## src/rtl/multi_shift_reg_pkg.sv

```systemverilog
// multi_shift_reg_pkg: mode encoding, FSM states and shift classification for multi_shift_reg
package multi_shift_reg_pkg;
  localparam logic [2:0] M_HOLD = 3'b000;
  localparam logic [2:0] M_LOAD = 3'b001;
  localparam logic [2:0] M_SHL  = 3'b010;
  localparam logic [2:0] M_SHR  = 3'b011;
  localparam logic [2:0] M_ROTL = 3'b100;
  localparam logic [2:0] M_ROTR = 3'b101;
  localparam logic [2:0] M_ASR  = 3'b110;
  localparam logic [2:0] M_RSVD = 3'b111;
  typedef enum logic [1:0] {IDLE, SHIFT, FIN} state_t;
  function automatic logic is_shift(input logic [2:0] m);
    return m inside {M_SHL, M_SHR, M_ROTL, M_ROTR, M_ASR};
  endfunction
endpackage

```

## src/rtl/multi_shift_reg_shift_step.sv

```systemverilog
// shift_step: one combinational register step (load/shift/rotate/asr) plus the bit leaving the register
module shift_step import multi_shift_reg_pkg::*; #(
  parameter int WIDTH = 8
) (
  input  logic [WIDTH-1:0] q,
  input  logic [2:0]       mode,
  input  logic             sin,
  input  logic [WIDTH-1:0] d,
  output logic [WIDTH-1:0] nq,
  output logic             so
);
  // next value per mode; the out bit is the MSB for left moves and the LSB otherwise
  always_comb begin
    nq = mode == M_LOAD ? d :
         mode == M_SHL  ? {q[WIDTH-2:0], sin} :
         mode == M_SHR  ? {sin, q[WIDTH-1:1]} :
         mode == M_ROTL ? {q[WIDTH-2:0], q[WIDTH-1]} :
         mode == M_ROTR ? {q[0], q[WIDTH-1:1]} :
         mode == M_ASR  ? {q[WIDTH-1], q[WIDTH-1:1]} : q;
    so = (mode == M_SHL || mode == M_ROTL) ? q[WIDTH-1] : q[0];
  end
endmodule

```

## src/rtl/multi_shift_reg.sv

```systemverilog
// multi_shift_reg: shift register with direct single steps and a counted multi-step FSM
module multi_shift_reg import multi_shift_reg_pkg::*; #(
  parameter int WIDTH = 8,
  parameter int CNT_W = $clog2(WIDTH) + 1
) (
  input  logic             C,
  input  logic             R,
  input  logic             S,
  input  logic             EN,
  input  logic [2:0]       MODE,
  input  logic [WIDTH-1:0] D,
  input  logic             SIN,
  input  logic             START,
  input  logic [CNT_W-1:0] AMT,
  output logic [WIDTH-1:0] Q,
  output logic [WIDTH-1:0] Qn,
  output logic             SOUT,
  output logic             BUSY,
  output logic             DONE
);
  state_t           state;
  logic [2:0]       op_q;
  logic [2:0]       step_mode;
  logic [CNT_W-1:0] cnt;
  logic [WIDTH-1:0] nq;
  logic             so;
  assign step_mode = state == SHIFT ? op_q : MODE;
  assign Qn = ~Q;
  shift_step #(.WIDTH(WIDTH)) u_step (
    .q   (Q),
    .mode(step_mode),
    .sin (SIN),
    .d   (D),
    .nq  (nq),
    .so  (so)
  );
  // reset beats preset beats the FSM; a preset mid-run aborts silently and keeps SOUT
  always_ff @(posedge C) begin
    if (R) begin
      Q     <= '0;
      SOUT  <= 1'b0;
      BUSY  <= 1'b0;
      DONE  <= 1'b0;
      cnt   <= '0;
      op_q  <= M_HOLD;
      state <= IDLE;
    end else if (S) begin
      Q     <= '1;
      BUSY  <= 1'b0;
      DONE  <= 1'b0;
      state <= IDLE;
    end else begin
      case (state)
        IDLE: begin
          if (START) begin
            op_q  <= MODE;
            cnt   <= AMT;
            state <= AMT != '0 ? SHIFT : FIN;
            BUSY  <= AMT != '0;
            DONE  <= AMT == '0;
          end else if (EN) begin
            Q    <= nq;
            SOUT <= is_shift(MODE) ? so : SOUT;
          end
        end
        SHIFT: begin
          if (EN) begin
            Q    <= nq;
            SOUT <= is_shift(op_q) ? so : SOUT;
            cnt  <= cnt - CNT_W'(1);
            if (cnt == CNT_W'(1)) begin
              state <= FIN;
              BUSY  <= 1'b0;
              DONE  <= 1'b1;
            end
          end
        end
        default: begin
          DONE  <= 1'b0;
          state <= IDLE;
        end
      endcase
    end
  end
endmodule

```

## config.mk

```make
export PLATFORM = sky130hd
export DESIGN_NAME = multi_shift_reg
export DESIGN_NICKNAME = d
export VERILOG_FILES = /design/src/rtl/multi_shift_reg_pkg.sv /design/src/rtl/multi_shift_reg_shift_step.sv /design/src/rtl/multi_shift_reg.sv
export SDC_FILE = /design/constraint.sdc
export NUM_CORES = 1
export LEC_CHECK = 0
export ABC_AREA = 0
export BUFFER_PORTS_ARGS = -buffer_cell sky130_fd_sc_hd__buf_2
export CORE_MARGIN = 4
export CORE_UTILIZATION = 40
export CTS_CLUSTER_SIZE = 10
export DETAILED_ROUTE_END_ITERATION = 7
export GPL_TIMING_DRIVEN = 0
export SETUP_SLACK_MARGIN = 0.05
export SYNTH_ARGS = -nofsm -noshare
export SYNTH_HDL_FRONTEND = slang
export SYNTH_SLANG_ARGS = --single-unit
```

## constraint.sdc

```tcl
create_clock -name C -period 2.4 [get_ports C]
set_input_delay 0.24 -clock C [delete_from_list [all_inputs] [get_ports C]]
set_output_delay 0.24 -clock C [all_outputs]
set_load 0.005 [all_outputs]
```

==> key figures, run 1 <==
Run status
  – Status: completed

Clock network
  – CTS tree: built
  – CTS Root Cell: clkbuf_4
  – Worst-path clk slew: 0.11 ns
  – # clock sinks: 19
  – H-tree depth: 1
  – Num CTS Buffers: 3
  – Later-pin clock latency in the skew report: 0.30 ns
  – Max Buffers Root-to-Sink: 2
  – Cts hold-fix bufs: 0

Power and ir drop
  – Clk network pwr share: 21.9%
  – Switching share of power: roughly 33%
  – Internal power: 0.0005143 W
  – Switching Power: 0.0002568 W
  – Power per cell area: 465.8 nW/µm²
  – Pleak: 0.6774 nW
  – Peak VDD IR: 264.2 µV
  – Sequential share of power: 46.8%
  – Combinational Power Share: 31.3%

GRT
  – Largest net degree at the start of global routing: 11
  – Vias in the first global route: 1,372
  – Global router's overall resource usage: 18.26%
  – Total gr overflow: 0
  – First-pass GRT wire length: 6299 µm
  – Initial antenna violation count: 0

Timing
  – Worst-margin pin slew: 0.6092 ns
  – Setup TNS: 0 ns
  – Layout Skew: 0.005070 ns
  – Max Slew Vio Count: 0
  – Hold slack: 0.2606 ns
  – Fmax: 0.4699 GHz
  – Tcrit/Tclk final: 88.67%
  – Final setup vio count: 0
  – Min cycle time layout: 2.128 ns
  – RSZ-0062 raised after global routing: no
  – Final Hold Vio Count: 0
  – Relative slew slack: about 59%

Worst setup path
  – CP required: 2.58 ns
  – Critical Path Fanout Max: 10
  – Crit path arrival time: 2.30 ns
  – Worst setup endpoint: Q[3]$_SDFFE_PP0P_
  – Reg2reg start: DONE$_SDFFE_PP0P_
  – Critical path launch point type: register
  – CP Capture Type: register
  – Crit-path max cell delay: roughly 0.45 ns
  – Slowest cell on crit path: a2111oi_0
  – Worst R2R End: Q[3]$_SDFFE_PP0P_
  – CP cell instances: buf_2 -> and2b_4 -> o32ai_4 -> nor2_1 -> a2111oi_0 -> a211oi_1
  – CP startpoint: DONE$_SDFFE_PP0P_
  – Reg2reg setup slack: 0.27 ns
  – Critical path class: register to register
  – Worst Reg-to-Reg Cells: 6

Synth
  – List of most frequent post-synthesis cells: nor2_1, dfxtp_1, inv_1
  – Register area share after synthesis: 27.66%
  – Synth warn: 0
  – Post-synthesis async set-or-reset flop share: 0%
  – Largest cells by area after synthesis: dfxtp_1, a211oi_1, nor2_1
  – Synth Flop Type: dfxtp_1
  – Post-synth top area cell: dfxtp_1
  – Syn_area_per_cell: roughly 8 µm²
  – Cells after Synth: 173
  – Mapped cell area: around 1400 µm²
  – Top cell type's share of synthesized area: 27.66%
  – Post-synthesis cell type count: 48
  – Syn_nets: 196
  – Yosys reg bits: 19
  – Most frequent cell after synthesis: nor2_1
  – Post-synth EDFFs: 0

Cells and area
  – Filler instances: 366
  – Final net count: 239
  – Proportion of layout cells with a drive suffix above 1: 25.12%
  – Finished Cell Area: 1655 µm²
  – Antenna diodes: 0
  – Layout Utilization: 49.61%
  – Layout Area Growth over Synthesis: 20.38%

Floorplan
  – Die Y: about 67 µm
  – Initial Util: 41.21%
  – Die area: 4440 µm²
  – IO Count: 40
  – Die span in x: 66.63 µm
  – Row cnt: 21
  – Core Region: between 3000 and 4000 µm²

Routing
  – DRT Wirelength: 3781 µm
  – DRC: 0
  – Antenna-violating nets left: 0
  – Via count: roughly 1.5k
  – DR vias/cell: ~5.6
  – TritonRoute pass-1 iters: 6
  – Initial DRC Count: 114
  – DR WL/cell: approximately 14 µm

Min path
  – Hold Crit Class: input port to register

Placed design
  – DP Area: 1613 µm²
  – GPL Wtd Cong: between 0.8 and 0.9
  – PortBufs: 36
  – Final HPWL DP: approximately 2800 µm

Run
  – Number of max-cap violations: 0
per-stage QoR:
stage	std cells	setup WS (ns)	total power (W)
2_1_floorplan	173	0.5009	0.0005196
3_3_place_gp	255	0.2117	0.0005975
3_5_place_dp	255	0.2063	0.0006024
4_1_cts	259	0.1868	0.0007727
5_1_grt	261	0.07782	0.0008212
6_report	261	0.2719	0.0007711
final cells by class:
type | instances | area, µm² | area share (%)
Clock buffer | 4 | 26.28 | 1.587
Inverter | 13 | 48.80 | 2.948
Multi-Input combinational cell | 128 | 890.9 | 53.82
Sequential cell | 19 | 380.4 | 22.98
Buffer | 13 | 56.30 | 3.401
Tap cell | 46 | 57.56 | 3.477
Timing Repair Buffer | 38 | 195.2 | 11.79
critical path, delay by kind of cell, from the launching register on:
| family | cells | cell delay (ns) |
|---|---|---|
| AO/OA/AOI/OAI | 3 | 0.98 |
| AND/OR/NAND/NOR | 2 | 0.45 |
| flip-flops | 1 | 0.37 |
| buffers and inverters | 1 | 0.21 |
cells by family after synthesis:
kind of cell / count (synthesis) / synth area share (%)
AO/OA/AOI/OAI: 57 / 31.30
XOR/XNOR: 2 / 1.274
adder cells (fa/ha/maj): 2 / 1.820
buffers and inverters: 26 / 7.643
flip-flops: 19 / 27.66
multiplexers: 9 / 7.188
AND/OR/NAND/NOR: 58 / 23.11
per-layer routing:
layer / wire length, µm / vias up / GRT usage [%]
met1: 1853 / 672 / 25.10
met2: 1730 / 40 / 28.34
met4: 53 / 0 / 7.614
met5: 0 / - / 0
met3: 143 / 6 / 2.530
li1: - / 734 / -
repair_timing:
item                                    CTS  global route
gates resized for setup                   0             1
setup buffers                             0             2
endpoints found under the setup margin    0             5
state kept, by name, indices dropped and copies added (netlist names):
signal  flops
SOUT        1
Q           8
op_q        3
cnt         4
BUSY        1
state       1
DONE        1
cell usage in the layout, fill, tap and decap left out, types with 4 or more instances in the layout:
cell       Yosys  final
dfxtp_1       19     19
inv_1         13     13
o21ai_0        8      8
buf_2          3     39
a211oi_1      10     10
nand2_1        9      9
mux2i_1        5      5
nor2_1        20     20
clkbuf_1       8      9
a21oi_1        8      8
nor3b_1        4      4
a2111oi_0      7      6
a22o_1         7      7
nor3_1         7      7
how the worst min path moves through the flow:
| stage | to | cells past startpoint | slack [ns] | startpoint |
|---|---|---|---|---|
| floorplan | state[0]$_SDFFE_PP0P_ | 2 | 0.44 | START |
| global placement | SOUT$_SDFFE_PP0P_ | 2 | 0.46 | SOUT$_SDFFE_PP0P_ |
| detailed placement | SOUT$_SDFFE_PP0P_ | 2 | 0.48 | SOUT$_SDFFE_PP0P_ |
| CTS | state[0]$_SDFFE_PP0P_ | 3 | 0.24 | START |
| global route | state[0]$_SDFFE_PP0P_ | 3 | 0.30 | START |
| finish | state[0]$_SDFFE_PP0P_ | 3 | 0.26 | START |
power groups by stage:
stage	Combinational [W]	Sequential (W)	Clock, W
after global placement	0.000231	0.000367	0
after detailed placement	0.000234	0.000368	0
final	0.000241	0.000361	0.000169
after global routing	0.000269	0.000365	0.000187
after CTS	0.000235	0.000361	0.000177
after floorplan	0.000155	0.000364	0
Note: power is estimated with default switching activity, not from simulation.
==> run 2: changes to the inputs <==
- CELL_PAD_IN_SITES_DETAIL_PLACEMENT: not set -> 1
- CELL_PAD_IN_SITES_GLOBAL_PLACEMENT: not set -> 1
- CORE_UTILIZATION: 40 -> 37
- PLACE_DENSITY_LB_ADDON: not set -> 0.1
==> run 2 against run 1 <==
Effect of this change:
- total power up 7.9%
- sequential cell count unchanged
- via count up 1.1%
- highest routed layer unchanged
- routed wire length grew 12%
- clock-buffer cell count did not move
- clock power grew 34%
- sequential share of layout area down 0.24 points
- critical path type unchanged
- combinational power is essentially flat
- die area increased by 7.1%
==> key figures, run 2 (synthesis results as in run 1) <==
Placed design
  – Placed cells: around 260
  – PortBufs: 36
  – GPL Wtd Cong: 0.7512
  – Final HPWL DP: 3258 µm

Clock network
  – CTS Root Cell: clkbuf_8
  – Max Buffers Root-to-Sink: 2
  – Num CTS Buffers: 3
  – Worst-path clk slew: roughly 0.07 ns
  – H-tree depth: 1
  – CTS tree: built
  – # clock sinks: 19
  – Later-pin clock latency in the skew report: ~0.26 ns
  – Post-CTS sizing: 0

Worst setup path
  – Reg2reg setup slack: ~0.24 ns
  – CP required: 2.53 ns
  – Critical path launch point type: register
  – Worst R2R End: Q[1]$_SDFFE_PP0P_
  – CP cell instances: nand2b_1 -> buf_2 -> mux2_2 -> mux2_4 -> a2111oi_0 -> a211oi_1
  – Slowest cell on crit path: a2111oi_0
  – Crit path max-delay family: multiplexers
  – Worst Reg-to-Reg Cells: 6
  – CP bufs+invs: 1
  – Reg2reg start: DONE$_SDFFE_PP0P_
  – Crit path arrival time: 2.28 ns
  – Critical Path Fanout Max: 10
  – Critical path class: register to register
  – WP depth: 6
  – CP Capture Type: register
  – Crit-path max cell delay: 0.48 ns

Routing
  – Initial DRC Count: 100
  – DR vias/cell: 5.625
  – Via count: ~1.5k
  – Antenna-violating nets left: 0
  – DRC: 0
  – DR WL/cell: roughly 16 µm
  – DRT Wirelength: 4230 µm
  – TritonRoute pass-1 iters: 4

Min path
  – Hold endpoint: cnt[1]$_SDFFE_PP0P_
  – Hold depth: 5
  – Hold_sp: AMT[1]
  – Hold Crit Class: input port to register

Cells and area
  – Final net count: 239
  – Biggest regs: Q x8, cnt x4, op_q x3
  – Layout Area Growth over Synthesis: 21.66%
  – Reg with most FFs: Q
  – Proportion of layout cells with a drive suffix above 1: about a quarter
  – Finished Layout Cells: 261
  – Max reg flops: 8
  – Antenna diodes: 0
  – Most frequent cells in the layout: buf_2, nor2_1, dfxtp_1
  – Commonest non-fill, non-tap cell in the layout: buf_2

Timing
  – Fmax: 0.4634 GHz
  – Tcrit/Tclk final: 89.91%
  – Final Hold Vio Count: 0
  – RSZ-0062 raised after global routing: no
  – Min cycle time layout: 2.158 ns
  – Setup TNS: 0 ns
  – Worst-margin pin slew: roughly 0.59 ns
  – Relative slew slack: 60.71%
  – Final setup vio count: 0
  – Layout Skew: approximately 0.0017 ns
  – Max Slew Vio Count: 0

Power and ir drop
  – Power per cell area: 497.3 nW/µm²
  – Pleak: 0.6852 nW
  – Peak VDD IR: 243.2 µV

Floorplan
  – Row cnt: 21
  – Core Region: 3468 µm²
  – Die Y: ~70 µm
  – Die area: ~4800 µm²
  – Die span in x: 68.96 µm
  – Initial Util: 39.65%
  – IO Count: 40

GRT
  – Global router's overall resource usage: 19.89%
  – Total gr overflow: 0
  – Vias in the first global route: 1,466
  – First-pass GRT wire length: 7093 µm
  – Largest net degree at the start of global routing: 11
  – Initial antenna violation count: 0

Run
  – Number of max-cap violations: 0

Run status
  – Status: completed
-- run 2: cell counts in the layout (fill, tap and decap cells not counted) --
Identical to the previous run, type by type.
-- run 2: repair_timing --
action                                 in CTS  in global routing
setup buffers                               0                  2
setup endpoints to repair                   0                  6
hold buffers                                0                  0
endpoints found under the hold margin       0                  0
-- run 2: worst min-delay path: cells and delay by family --
| family | cells | cell delay [ns] |
|---|---|---|
| AOI/OAI and AO/OA | 2 | 0.13 |
| buffers and inverters | 1 | 0.08 |
| and+or+nand+nor | 2 | 0.11 |
-- run 2: worst max path at each step --
stage | slack, ns | from | end
finish | 0.24 | DONE$_SDFFE_PP0P_ | Q[1]$_SDFFE_PP0P_
global route | 0.09 | DONE$_SDFFE_PP0P_ | Q[3]$_SDFFE_PP0P_
CTS | 0.13 | DONE$_SDFFE_PP0P_ | Q[1]$_SDFFE_PP0P_
detailed placement | 0.14 | DONE$_SDFFE_PP0P_ | Q[1]$_SDFFE_PP0P_
global placement | 0.18 | DONE$_SDFFE_PP0P_ | Q[2]$_SDFFE_PP0P_
floorplan | 0.50 | DONE$_SDFFE_PP0P_ | Q[1]$_SDFFE_PP0P_
-- run 2: final cells by class --
type | count | area, µm²
plain buffers | 13 | 56.30
clock buffers | 4 | 45.04
well taps | 46 | 57.56
multi-input cells | 128 | 889.6
repair buffers | 38 | 195.2
inverters | 13 | 48.80
fillers | 464 | 1795
flip-flops and latches | 19 | 380.4
-- run 2: stage by stage --
stage | power, W | hold slack, ns | cell area, µm² | worst slack (ns) | util [%]
6_report | 0.0008319 | 0.3425 | 1673 | 0.2421 | 48.23
5_1_grt | 0.0008875 | 0.3439 | 1673 | 0.08618 | 48.23
4_1_cts | 0.0008387 | 0.3337 | 1658 | 0.1268 | 47.80
3_5_place_dp | 0.0006089 | 0.4725 | 1613 | 0.1449 | 46.50
3_3_place_gp | 0.0006013 | 0.4558 | 1613 | 0.1777 | 46.50
2_1_floorplan | 0.0005196 | 0.4384 | 1375 | 0.5009 | -
-- run 2: where the power goes --
part | switching, W | leakage (nW) | internal [W]
clock network | 0.000108 | 0.0228 | 0.000118
logic | 0.000133 | 0.506 | 0.000111
registers | 0.0000242 | 0.157 | 0.000338
total | 0.000265 | 0.685 | 0.000567
-- run 2: per-layer routing --
layer  track usage [%]  part of all wire [%]  wire length, µm
met2             32.14                    48             2046
met4             7.299                   1.1               48
met3             3.404                   4.1              173
met5                 0                     0                0
met1             26.39                    46             1962
==> run 3: changes to the inputs <==
- CORE_UTILIZATION: 37 -> 40
- clock period: 2.4 -> 2.7 ns (I/O delays scaled with it)
==> run 3 against run 2 <==
Effect of this change:
- worst setup slack better by 0.18 ns
- cell count is 0.77% lower
- critical endpoint is now Q[4]$_SDFFE_PP0P_
- register-to-register slack better by 0.18 ns
- largest cell class unchanged
==> key figures, run 3 (synthesis results as in run 1) <==
Routing
  – Antenna-violating nets left: 0
  – Via count: 1,467
  – Initial DRC Count: 76
  – DR vias/cell: 5.664
  – DRC: 0
  – DR WL/cell: 16.64 µm
  – DRT Wirelength: 4311 µm
  – TritonRoute pass-1 iters: 4

Min path
  – Hold_sp: START
  – Hold Crit Class: input port to register

Worst setup path
  – CP startpoint: DONE$_SDFFE_PP0P_
  – CP Capture Type: register
  – Crit path arrival time: 2.47 ns
  – Critical path class: register to register
  – Reg2reg start: DONE$_SDFFE_PP0P_
  – Critical Path Fanout Max: 10
  – CP required: 2.88 ns
  – Critical path launch point type: register

GRT
  – Largest net degree at the start of global routing: 11
  – Total gr overflow: 0
  – First-pass GRT wire length: just over 7000 µm
  – Initial antenna violation count: 0
  – Vias in the first global route: 1,479
  – Global router's overall resource usage: 21.18%

Power and ir drop
  – Power per cell area: 421.3 nW/µm²
  – Combinational Power Share: between 30% and 40%
  – Switching share of power: between 30 and 40%
  – Internal power: 0.0004537 W
  – Clk network pwr share: 22.3%
  – Overall power: 0.0006905 W
  – Sequential share of power: a little under half
  – Peak VDD IR: 191.2 µV
  – Switching Power: 0.0002368 W
  – Pleak: 0.6674 nW

Cells and area
  – Antenna diodes: 0
  – Final net count: 237
  – Layout Area Growth over Synthesis: 19.20%
  – Proportion of layout cells with a drive suffix above 1: 24.41%
  – Finished Layout Cells: 259
  – Most frequent cells in the layout: buf_2, nor2_1, dfxtp_1
  – Reg with most FFs: Q
  – Commonest non-fill, non-tap cell in the layout: buf_2
  – Max reg flops: 8
  – Biggest regs: Q x8, cnt x4, op_q x3

Floorplan
  – IO Count: 40
  – Core Region: 3337 µm²
  – Row cnt: 21
  – Die area: 4440 µm²
  – Die span in x: ~67 µm
  – Die Y: 66.63 µm
  – Initial Util: 41.21%

Placed design
  – Final HPWL DP: about 3200 µm
  – GPL Wtd Cong: roughly 0.83
  – PortBufs: 36
  – Placed cells: ~260

Clock network
  – # clock sinks: 19
  – Worst-path clk slew: 0.12 ns
  – CTS tree: built
  – H-tree depth: 1
  – Max Buffers Root-to-Sink: 2
  – Post-CTS sizing: 0
  – Cts hold-fix bufs: 0
  – Num CTS Buffers: 3
  – CTS Root Cell: clkbuf_4
  – Later-pin clock latency in the skew report: approximately 0.31 ns
  – Post-CTS Setup Bufs: 0

Timing
  – Final setup vio count: 0
  – RSZ-0062 raised after global routing: no
  – Fmax: 0.4380 GHz
  – Final Hold Vio Count: 0
  – Tcrit/Tclk final: 84.55%
  – Setup TNS: 0 ns
  – Relative slew slack: 59.15%
  – Max Slew Vio Count: 0
  – Layout Skew: 0.01271 ns
  – Worst-margin pin slew: 0.6114 ns
  – Hold slack: 0.2963 ns
  – Min cycle time layout: 2.283 ns

Run status
  – Status: completed

Run
  – Number of max-cap violations: 0
-- run 3: cell count changes in the layout (fill, tap and decap cells not counted), sizes merged --
| cell | delta |
|---|---|
| buf | -2 |
-- run 3: power groups by stage --
stage | clock network, W | logic [W] | registers, W
3_3_place_gp | 0 | 0.000206 | 0.000326
6_report | 0.000154 | 0.000215 | 0.000322
5_1_grt | 0.000169 | 0.000240 | 0.000326
4_1_cts | 0.000159 | 0.000215 | 0.000321
3_5_place_dp | 0 | 0.000213 | 0.000327
2_1_floorplan | 0 | 0.000138 | 0.000324
-- run 3: per-stage QoR --
step,utilization [%],instance area [µm²],setup WS [ns]
floorplan,-,1375,0.8009
global placement,48.33,1613,0.5082
detailed placement,48.33,1613,0.4285
CTS,49.12,1639,0.4353
global route,49.12,1639,0.1857
finish,49.12,1639,0.4171
-- run 3: worst max-delay path: stages, from the launching register on --
cell and delay, ns:
dfxtp_1 0.37, buf_2 0.22, and2b_4 0.25, o32ai_4 0.52
nor2_1 0.21, a2111oi_0 0.50, a211oi_1 0.10
-- run 3: layout make-up --
class,instances,area (µm²)
sequential,19,380.4
multi-input combinational,128,889.6
buffer,13,56.30
timing repair buffer,36,180.2
tap,46,57.56
clock buffer,4,26.28
inverter,13,48.80
fill,449,1698
-- run 3: routing by layer --
layer | global-route usage (%) | share of wire [%]
met1 | 27.45 | 47
met2 | 34.65 | 47
met3 | 2.867 | 3.5
met4 | 9.391 | 2.8
met5 | 0 | 0
-- run 3: worst paths after layout --
path,endpoint,depth (start not counted),slack [ns]
worst min register to register,SOUT$_SDFFE_PP0P_,2,0.48
worst min-delay path,state[0]$_SDFFE_PP0P_,3,0.30
worst max register to register,Q[4]$_SDFFE_PP0P_,6,0.42
worst max-delay path,Q[4]$_SDFFE_PP0P_,6,0.42
